[config.mk]
export PLATFORM = sky130hd
export DESIGN_NAME = inst_fetch_queue
export DESIGN_NICKNAME = d
export VERILOG_FILES = /design/src/rtl/inst_fetch_queue.sv
export SDC_FILE = /design/constraint.sdc
export NUM_CORES = 1
export LEC_CHECK = 0
export CAP_MARGIN = 15
export CORE_UTILIZATION = 55
export CTS_CLUSTER_DIAMETER = 30
export CTS_CLUSTER_SIZE = 12
export DETAILED_ROUTE_END_ITERATION = 12
export GPL_TIMING_DRIVEN = 0
export PLACE_DENSITY_LB_ADDON = 0.05
export SLEW_MARGIN = 20
export SYNTH_ARGS = -nofsm -noshare
export SYNTH_HDL_FRONTEND = slang
export SYNTH_SLANG_ARGS = --single-unit
[constraint.sdc]
create_clock -name clk -period 4.3 [get_ports clk]
set_input_delay 0.86 -clock clk [delete_from_list [all_inputs] [get_ports clk]]
set_output_delay 0.86 -clock clk [all_outputs]
set_load 0.03 [all_outputs]
[src/rtl/inst_fetch_queue.sv]
// Instruction-fetch front end: sequential PC generation, in-order tracking of outstanding
// SRAM-like requests, and a decoupling instruction queue that drops stale responses after a redirect.
module inst_fetch_queue #(
   parameter logic [31:0] RESET_PC        = 32'h1c00_0000,
   parameter int          FIFO_DEPTH      = 4,
   parameter int          MAX_OUTSTANDING = 2
) (
   input  logic        clk,
   input  logic        rstn,
   input  logic        redirect_valid,
   input  logic [31:0] redirect_pc,
   output logic        inst_sram_req,
   output logic        inst_sram_wr,
   output logic [1:0]  inst_sram_size,
   output logic [3:0]  inst_sram_wstrb,
   output logic [31:0] inst_sram_wdata,
   output logic [31:0] inst_sram_addr,
   input  logic        inst_sram_addr_ok,
   input  logic        inst_sram_data_ok,
   input  logic [31:0] inst_sram_rdata,
   output logic        out_valid,
   input  logic        out_ready,
   output logic [31:0] out_pc,
   output logic [31:0] out_inst,
   output logic        out_ex
);

   localparam int FAW = $clog2(FIFO_DEPTH);
   localparam int CW  = FAW + 1;
   localparam int TAW = (MAX_OUTSTANDING > 1) ? $clog2(MAX_OUTSTANDING) : 1;

   logic [31:0]    fetch_pc;
   logic           adef_stall;
   logic [CW-1:0]  inflight;
   logic [CW-1:0]  inflight_next;
   logic [CW-1:0]  discard_cnt;

   logic [31:0]    tag_pc [MAX_OUTSTANDING];
   logic [TAW-1:0] tag_wr;
   logic [TAW-1:0] tag_rd;

   logic [31:0]    fifo_pc   [FIFO_DEPTH];
   logic [31:0]    fifo_inst [FIFO_DEPTH];
   logic           fifo_ex   [FIFO_DEPTH];
   logic [FAW-1:0] fifo_wr;
   logic [FAW-1:0] fifo_rd;
   logic [CW-1:0]  fifo_count;

   logic           aligned;
   logic           credit;
   logic           issue_ok;
   logic           accept;
   logic           resp;
   logic           resp_keep;
   logic           adef_push;
   logic           fifo_push;
   logic           fifo_pop;

   // Credit counts discarded requests too, so every outstanding response always has a FIFO slot.
   assign aligned   = (fetch_pc[1:0] == 2'b00);
   assign credit    = (inflight < CW'(MAX_OUTSTANDING)) &&
                      (({1'b0, inflight} + {1'b0, fifo_count}) < (CW + 1)'(FIFO_DEPTH));
   assign issue_ok  = !redirect_valid && !adef_stall && credit;

   assign inst_sram_req   = rstn && issue_ok && aligned;
   assign inst_sram_wr    = 1'b0;
   assign inst_sram_size  = 2'b10;
   assign inst_sram_wstrb = 4'b0000;
   assign inst_sram_wdata = 32'h0;
   assign inst_sram_addr  = fetch_pc;

   assign accept    = inst_sram_req && inst_sram_addr_ok;
   assign resp      = inst_sram_data_ok && (inflight != '0);
   assign resp_keep = resp && (discard_cnt == '0);
   assign adef_push = rstn && issue_ok && !aligned && !resp_keep;
   assign fifo_push = resp_keep || adef_push;
   assign fifo_pop  = out_valid && out_ready;

   always_comb begin
      inflight_next = inflight;
      if (accept) inflight_next = inflight_next + CW'(1);
      if (resp)   inflight_next = inflight_next - CW'(1);
   end

   // Control state; a redirect flushes the queue but leaves the tag queue to drain stale responses.
   always_ff @(posedge clk) begin
      if (!rstn) begin
         fetch_pc    <= RESET_PC;
         adef_stall  <= 1'b0;
         inflight    <= '0;
         discard_cnt <= '0;
         tag_wr      <= '0;
         tag_rd      <= '0;
         fifo_wr     <= '0;
         fifo_rd     <= '0;
         fifo_count  <= '0;
      end else begin
         inflight <= inflight_next;
         if (accept) tag_wr <= (tag_wr == TAW'(MAX_OUTSTANDING - 1)) ? '0 : tag_wr + TAW'(1);
         if (resp)   tag_rd <= (tag_rd == TAW'(MAX_OUTSTANDING - 1)) ? '0 : tag_rd + TAW'(1);
         if (redirect_valid) begin
            fetch_pc    <= redirect_pc;
            adef_stall  <= 1'b0;
            discard_cnt <= inflight_next;
            fifo_wr     <= '0;
            fifo_rd     <= '0;
            fifo_count  <= '0;
         end else begin
            if (accept) fetch_pc <= fetch_pc + 32'd4;
            if (adef_push) adef_stall <= 1'b1;
            if (resp && discard_cnt != '0) discard_cnt <= discard_cnt - CW'(1);
            if (fifo_push) fifo_wr <= fifo_wr + FAW'(1);
            if (fifo_pop)  fifo_rd <= fifo_rd + FAW'(1);
            if (fifo_push && !fifo_pop)      fifo_count <= fifo_count + CW'(1);
            else if (!fifo_push && fifo_pop) fifo_count <= fifo_count - CW'(1);
         end
      end
   end

   // Storage arrays carry no reset; the pointers above define which entries are live.
   always_ff @(posedge clk) begin
      if (accept) tag_pc[tag_wr] <= fetch_pc;
      if (fifo_push && !redirect_valid) begin
         fifo_pc[fifo_wr]   <= resp_keep ? tag_pc[tag_rd] : fetch_pc;
         fifo_inst[fifo_wr] <= resp_keep ? inst_sram_rdata : 32'h0;
         fifo_ex[fifo_wr]   <= !resp_keep;
      end
   end

   assign out_valid = (fifo_count != '0);
   assign out_pc    = fifo_pc[fifo_rd];
   assign out_inst  = fifo_inst[fifo_rd];
   assign out_ex    = fifo_ex[fifo_rd];

endmodule

==> impl_metrics.py, run 1 <==
metrics = {
    "clock_tree": {
        "root_buffer": "clkbuf_16",
        "post_cts_resized": 0,
        "cts_buffer_depth": 3,
        "cts_buffers": 73,
        "clkTransAtPathRegs_ns": 0.05,
        "cts.sinks": 375,
        "clk_latency_ns": 0.56,
        "cts-htree-levels": 3,
        "post_cts_buffers": 0,
        "ctsHoldBuffers": 0,
        "cts_tree": "yes",
    },
    "logic_synthesis": {
        "synth-simple-area-share_pct": 6.820,
        "synthMuxAreaShare_pct": 12.11,
        "synthArstFlopShare_pct": 0,
        "yosysTopAreaCell": "edfxtp_1",
        "synth_compound_area_share_pct": 4.629,
        "synth_top_family_by_area": "multiplexers",
        "netlist_area_sq_mm": 0.01524,
        "synthCells": 929,
        "synth.distinct_cells": 55,
        "yosysWarningCount": 0,
        "syn_area_per_cell_sq_um": 16.41,
        "yosysSeqAreaShare_pct": 70.52,
        "ys_ff_latch": 375,
        "synthXorXnorAreaFrac_pct": 1.182,
        "synth_fa_ha_area_share_pct": 1.198,
        "synth_edf_count": 324,
        "synth_flop_cell": "edfxtp_1",
        "synthTopCellsByArea": "edfxtp_1, mux4_2, dfxtp_1",
        "synth_top_area_share_pct": 63.82,
    },
    "floorplanning": {
        "dieArea_sq_mm": 0.02839,
        "core_area_sq_mm": 0.02710,
        "rows": 60,
        "die_h_microns": 168.5,
        "start_util_pct": 56.25,
        "die_w_microns": 168.5,
        "io_pins": 208,
    },
    "worst_setup_path": {
        "cp_cell_sequence": "clkbuf_1 -> buf_2 -> mux4_2 -> clkdlybuf4s50_1",
        "setup.worst_path.end_class": "primary output",
        "critPathKind": "flip-flop to primary output",
        "slowest_stage": "clkbuf_1",
        "cp_top_family": "buffers and inverters",
        "slowest_delay_ns": 0.66,
        "start_kind": "flip-flop",
        "r2r-start": "inflight[1]$_SDFF_PN0_",
        "ff2ff_setup_slack_ns": 0.78,
        "cp.required_ns": 3.44,
        "r2r-end": "fifo_count[2]$_SDFFE_PP0P_",
        "cp.arrival_ns": 3.22,
        "path_max_fanout": 10,
        "r2r_cells": 15,
        "worst-path-buf-inv": 3,
    },
    "power": {
        "p_leak_nw": 6.962,
        "p_total_mw": 12.27,
        "cellInternalPower_mw": 8.986,
        "power.density_mw_per_mm2": 608.7,
        "p_comb_share_pct": 18.4,
        "sw_frac_of_total_pct": 26.77,
        "power.switching_mw": 3.285,
        "ir_worst_vdd_uv": 322.6,
        "p_clk_share_pct": 44.9,
        "p_seq_share_pct": 36.7,
    },
    "global_route": {
        "gr-usage-all-layers_pct": 24.01,
        "grt_max_degree": 48,
        "antenna_found_initial": 0,
        "grt_pass1_wl_microns": 51270,
        "grt-ovfl-total": 0,
        "grt_pass1_vias": 9224,
    },
    "layout": {
        "multi_input_area_sq_mm": 0.004130,
        "n_fill_cell": 1676,
        "area_growth_pct": 32.23,
        "final_area_sq_mm": 0.02016,
        "antenna_cells": 0,
        "drive_gt1_share_pct": 19.40,
        "seqCellArea_sq_mm": 0.01075,
        "fin_nets": 1299,
    },
    "timing": {
        "rsz0062_at_grt": "no",
        "fmax_mhz": 244.9,
        "setup-violations-final": 0,
        "tightest_slew_ns": 0.8633,
        "setup_slack_ns": 0.2159,
        "whs_ns": 0.4923,
        "skew_ns": 0.01450,
        "period_share_pct": 94.98,
        "slew_violations": 0,
        "final-hold-violation-count": 0,
        "relSlewSlack_pct": 42.45,
        "period_minus_slack_ns": 4.084,
    },
    "place": {
        "pre_cts_ws_ns": 0.2113,
        "numPortBuffers": 168,
        "placed_area_sq_mm": 0.01772,
        "place_hpwl_microns": 20870,
        "gp_congestion": 0.8462,
    },
    "routing": {
        "avgRoutedWirePerCell_microns": 19.95,
        "drc": 0,
        "drtPass1Iterations": 5,
        "vias_per_cell": 5.500,
        "drt_wl_total_microns": 32810,
        "drt_iter0_drc": 735,
        "antenna_left": 0,
        "via_count": 9047,
    },
    "hold_path": {
        "holdPathStages": 0,
        "hp-class": "flip-flop to flip-flop",
        "hold_start": "inst_sram_addr[9]$_SDFFE_PN0P_",
        "worstHoldEndpoint": "tag_pc[1][9]$_DFFE_PP_",
    },
    "flow_run": {
        "max_cap_violations": 0,
    },
    "status": {
        "status": "finished clean",
    },
}
sequential cells by signal, summed over array words and instances (netlist names), named ones only:
| name | count |
|---|---|
| adef_stall | 1 |
| discard_cnt | 3 |
| fifo_count | 3 |
| fifo_ex | 4 |
| fifo_inst | 128 |
| fifo_pc | 128 |
| fifo_rd | 2 |
| fifo_wr | 2 |
| inflight | 3 |
| inst_sram_addr | 32 |
| tag_pc | 64 |
| tag_rd | 1 |
| tag_wr | 1 |
cell usage after synthesis (all sizes together) (3+ instances only):
| library cell | number |
|---|---|
| o211ai | 4 |
| ha | 13 |
| dfxtp | 51 |
| nor4 | 5 |
| mux4 | 65 |
| edfxtp | 324 |
| nor3 | 5 |
| xor2 | 7 |
| xnor2 | 11 |
| o21ai | 55 |
| nand4 | 14 |
| o211a | 4 |
| a21oi | 30 |
| o21a | 3 |
| and2 | 36 |
| nand3 | 16 |
| mux2i | 36 |
| o31ai | 3 |
| a31oi | 12 |
| nand2 | 62 |
| or3 | 6 |
| buf | 56 |
| inv | 14 |
| and3 | 7 |
| nor2 | 34 |
| clkbuf | 29 |
layer usage:
| metal | GRT usage [%] | share of wire, % | vias to the layer above |
|---|---|---|---|
| met5 | 0 | 0 | - |
| met4 | 8.696 | 2.1 | 0 |
| met3 | 4.723 | 6.4 | 56 |
| met2 | 38.39 | 49 | 360 |
| met1 | 33.19 | 43 | 4502 |
| li1 | - | - | 4129 |
power by group through the flow:
stage	Sequential, mW	Clock [mW]	Combinational (mW)
after floorplan	4.57	0	1.45
after global placement	4.57	0	2.19
after detailed placement	4.57	0	2.25
after CTS	4.51	5.57	2.27
after global routing	4.52	5.76	2.43
final	4.51	5.51	2.26
cell usage in the layout (no fill, tap or decap), types with 6 or more instances in the layout:
cell             netlist  layout
buf_2                 11      11
and2_1                36      35
nor2_1                34      33
nand3_1               16      16
clkinv_1               0      10
bufinv_16              0       7
buf_4                 39      39
a21oi_1               30      30
nand2_1               61      61
clkbuf_1              29      42
buf_1                  6       6
inv_1                 13      13
clkinvlp_4             0       6
mux4_2                65      65
clkinv_4               0       6
clkbuf_16              0      76
ha_1                  13      13
mux2i_1               36      36
xnor2_1               11      11
o21ai_1               11      11
o21ai_0               43      43
nand4_1               12      12
inv_6                  0       7
edfxtp_1             324     324
conb_1                 2      39
a31oi_1               12      12
clkdlybuf4s50_1        0     168
xor2_1                 7       7
dfxtp_1               51      51
metrics by stage:
step	TNS, ns	utilization (%)	std cells
3_5_place_dp	0	65.37	1512
5_1_grt	0	74.38	1645
6_report	0	74.38	1645
4_1_cts	0	74.38	1645
3_3_place_gp	-451.70	64.69	1506
2_1_floorplan	0	-	966
how the worst max path moves through the flow:
| stage | to | slack [ns] | cells after the start |
|---|---|---|---|
| finish | out_pc[16] | 0.22 | 4 |
| global placement | fifo_pc[1][4]$_DFFE_PP_ | -1.66 | 8 |
| floorplan | fifo_ex[0]$_DFFE_PP_ | 0.57 | 7 |
| global route | out_pc[16] | 0.01 | 4 |
| CTS | out_pc[8] | 0.12 | 4 |
| detailed placement | fifo_count[2]$_SDFFE_PP0P_ | 0.21 | 13 |
cell families after synthesis:
logic type / Yosys count
other cells: 2
mux: 103
xor+xnor: 19
flops: 375
fa+ha+maj: 14
simple gates: 196
compound gates: 121
buf+inv: 99
cell type report:
class / count / share of cell area [%]
inverter: 14 / 0.2607
sequential: 375 / 53.33
multi-input combinational: 492 / 20.49
clock inverter: 42 / 2.297
clock buffer: 91 / 9.813
tap: 372 / 2.309
timing repair buffer: 174 / 9.124
buffer: 85 / 2.377
worst reg2reg max path: cells and delay by family (launching register included):
family          cells  cell delay (ns)
simple gates        4             0.95
compound gates      2             0.37
flops               1             0.44
xor+xnor            1             0.17
fa+ha+maj           3             0.81
buf+inv             5             0.68
(Power assumes the default switching activity.)
==> inputs of run 2 (changes only) <==
--- a/config.mk
+++ b/config.mk
@@ -10,6 +10,7 @@
 export CTS_CLUSTER_DIAMETER = 30
 export CTS_CLUSTER_SIZE = 12
 export DETAILED_ROUTE_END_ITERATION = 12
+export GPL_ROUTABILITY_DRIVEN = 0
 export GPL_TIMING_DRIVEN = 0
 export PLACE_DENSITY_LB_ADDON = 0.05
 export SLEW_MARGIN = 20
==> results of run 2 <==
The final DEF is identical to that of run 1; final timing and power are the same.
==> inputs of run 3 (changes only) <==
--- a/config.mk
+++ b/config.mk
@@ -6,7 +6,7 @@
 export NUM_CORES = 1
 export LEC_CHECK = 0
 export CAP_MARGIN = 15
-export CORE_UTILIZATION = 55
+export CORE_UTILIZATION = 59
 export CTS_CLUSTER_DIAMETER = 30
 export CTS_CLUSTER_SIZE = 12
 export DETAILED_ROUTE_END_ITERATION = 12
==> constraint.sdc (replaced) <==
create_clock -name clk -period 4.9 [get_ports clk]
set_input_delay 0.98 -clock clk [delete_from_list [all_inputs] [get_ports clk]]
set_output_delay 0.98 -clock clk [all_outputs]
set_load 0.03 [all_outputs]
==> run 3 against run 2 <==
Compared with the run above:
- via count grew 0.63%
- utilization rose by 3.7 points
- global-route usage grew 1.6 points
- clock skew up 0.012 ns
- largest cell class unchanged
- final area decreased by 2.2%
- sequential power decreased by 12%
==> impl_metrics.py, run 3 (same netlist as run 1, synthesis figures left out) <==
metrics = {
    "clock_tree": {
        "post_cts_buffers": 0,
        "cts_buffer_depth": 3,
        "ctsHoldBuffers": 0,
        "clkTransAtPathRegs_ns": 0.05,
        "cts-htree-levels": 2,
        "cts.sinks": 375,
        "clk_latency_ns": 0.57,
        "root_buffer": "clkbuf_16",
        "post_cts_resized": 0,
        "cts_tree": "yes",
        "cts_buffers": 61,
    },
    "layout": {
        "antenna_cells": 0,
        "multi_input_area_sq_mm": 0.004130,
        "final_util_pct": 78.08,
        "drive_gt1_share_pct": 19.14,
        "final_area_sq_mm": 0.01972,
        "seqCellArea_sq_mm": 0.01075,
        "layout_common_cells": "edfxtp_1, clkdlybuf4s50_1, mux4_2, clkbuf_16, nand2_1",
        "n_fill_cell": 1441,
        "area_growth_pct": 29.34,
        "final_common_cell": "edfxtp_1",
        "final_cells": 1584,
        "fin_nets": 1287,
        "reg.largest.list": "fifo_inst: 128 flops, fifo_pc: 128 flops, tag_pc: 64 flops",
    },
    "timing": {
        "setup-tns-final_ns": 0,
        "final-hold-violation-count": 0,
        "slew_violations": 0,
        "fmax_mhz": 236.7,
        "tightest_slew_ns": 0.8788,
        "rsz0062_at_grt": "no",
        "period_share_pct": 86.22,
        "skew_ns": 0.02602,
        "setup_slack_ns": 0.6753,
        "relSlewSlack_pct": 41.42,
        "whs_ns": 0.5130,
        "period_minus_slack_ns": 4.225,
        "setup-violations-final": 0,
    },
    "worst_setup_path": {
        "path_max_fanout": 10,
        "setup.worst_path.end_class": "primary output",
        "critPathKind": "flip-flop to primary output",
        "cp.arrival_ns": 3.24,
        "cp.required_ns": 3.92,
        "start_kind": "flip-flop",
    },
    "routing": {
        "wl_met3_microns": 2212,
        "wl_met1_microns": 13710,
        "drt_iter0_drc": 746,
        "drtPass1Iterations": 5,
        "drc": 0,
        "drt_wl_total_microns": 33170,
        "top_layer": "met4",
        "antenna_left": 0,
        "routed-wl-met2_microns": 16670,
        "avgRoutedWirePerCell_microns": 20.94,
        "vias_per_cell": 5.747,
        "via_count": 9104,
    },
    "floorplanning": {
        "die_h_microns": 162.7,
        "io_pins": 208,
        "dieArea_sq_mm": 0.02649,
        "start_util_pct": 60.36,
        "core_area_sq_mm": 0.02525,
        "rows": 58,
        "die_w_microns": 162.7,
    },
    "global_route": {
        "grt-ovfl-total": 0,
        "antenna_found_initial": 0,
        "gr-usage-all-layers_pct": 25.57,
        "grt_pass1_wl_microns": 50890,
        "grt_pass1_vias": 9200,
        "grt_max_degree": 49,
    },
    "flow_run": {
        "max_cap_violations": 0,
    },
    "hold_path": {
        "hp-class": "flip-flop to flip-flop",
    },
    "status": {
        "status": "finished clean",
    },
    "place": {
        "numPlacedInstances": 1470,
        "place_hpwl_microns": 20790,
        "placed_area_sq_mm": 0.01766,
        "numPortBuffers": 168,
        "pre_cts_ws_ns": 0.6830,
    },
    "power": {
        "p_leak_nw": 6.754,
        "power.density_mw_per_mm2": 512.0,
        "p_total_mw": 10.10,
        "ir_worst_vdd_uv": 367.5,
    },
}
[run 3: area by class of cell]
class                      count  area share [%]
tap                          330           2.094
multi-input combinational    492           20.95
clock buffer                  70           8.179
timing repair buffer         174           9.328
sequential                   375           54.52
buffer                        85           2.430
clock inverter                44           2.234
inverter                      14          0.2665
[run 3: worst max-delay path, cell delays in order, from the launching register on]
cell	delay, ns
dfxtp_1	0.36
clkbuf_1	0.65
buf_2	0.48
mux4_2	0.56
clkdlybuf4s50_1	0.62
[run 3: path summary, 6_finish.rpt]
check                                  start                         end  slack, ns  cells past startpoint
min reg2reg  inst_sram_addr[28]$_SDFFE_PN1P_     tag_pc[1][28]$_DFFE_PP_       0.51                      0
max                                flip-flop                   out_pc[9]       0.68                      4
max reg2reg           inflight[0]$_SDFF_PN0_  fifo_count[2]$_SDFFE_PP0P_       1.46                     15
min          inst_sram_addr[28]$_SDFFE_PN1P_     tag_pc[1][28]$_DFFE_PP_       0.51                      0
[run 3: per-layer routing]
layer  vias to the layer above  track usage (%)
li1                       4105                -
met4                         0            7.689
met5                         -                0
met2                       401            42.65
met3                        46            4.405
met1                      4552            34.72
[run 3: where the power goes]
group / total [mW] / internal (mW) / switching [mW]
clock: 4.16 / 2.68 / 1.48
sequential: 3.95 / 3.84 / 0.113
combinational: 1.98 / 0.799 / 1.18
total: 10.1 / 7.32 / 2.78
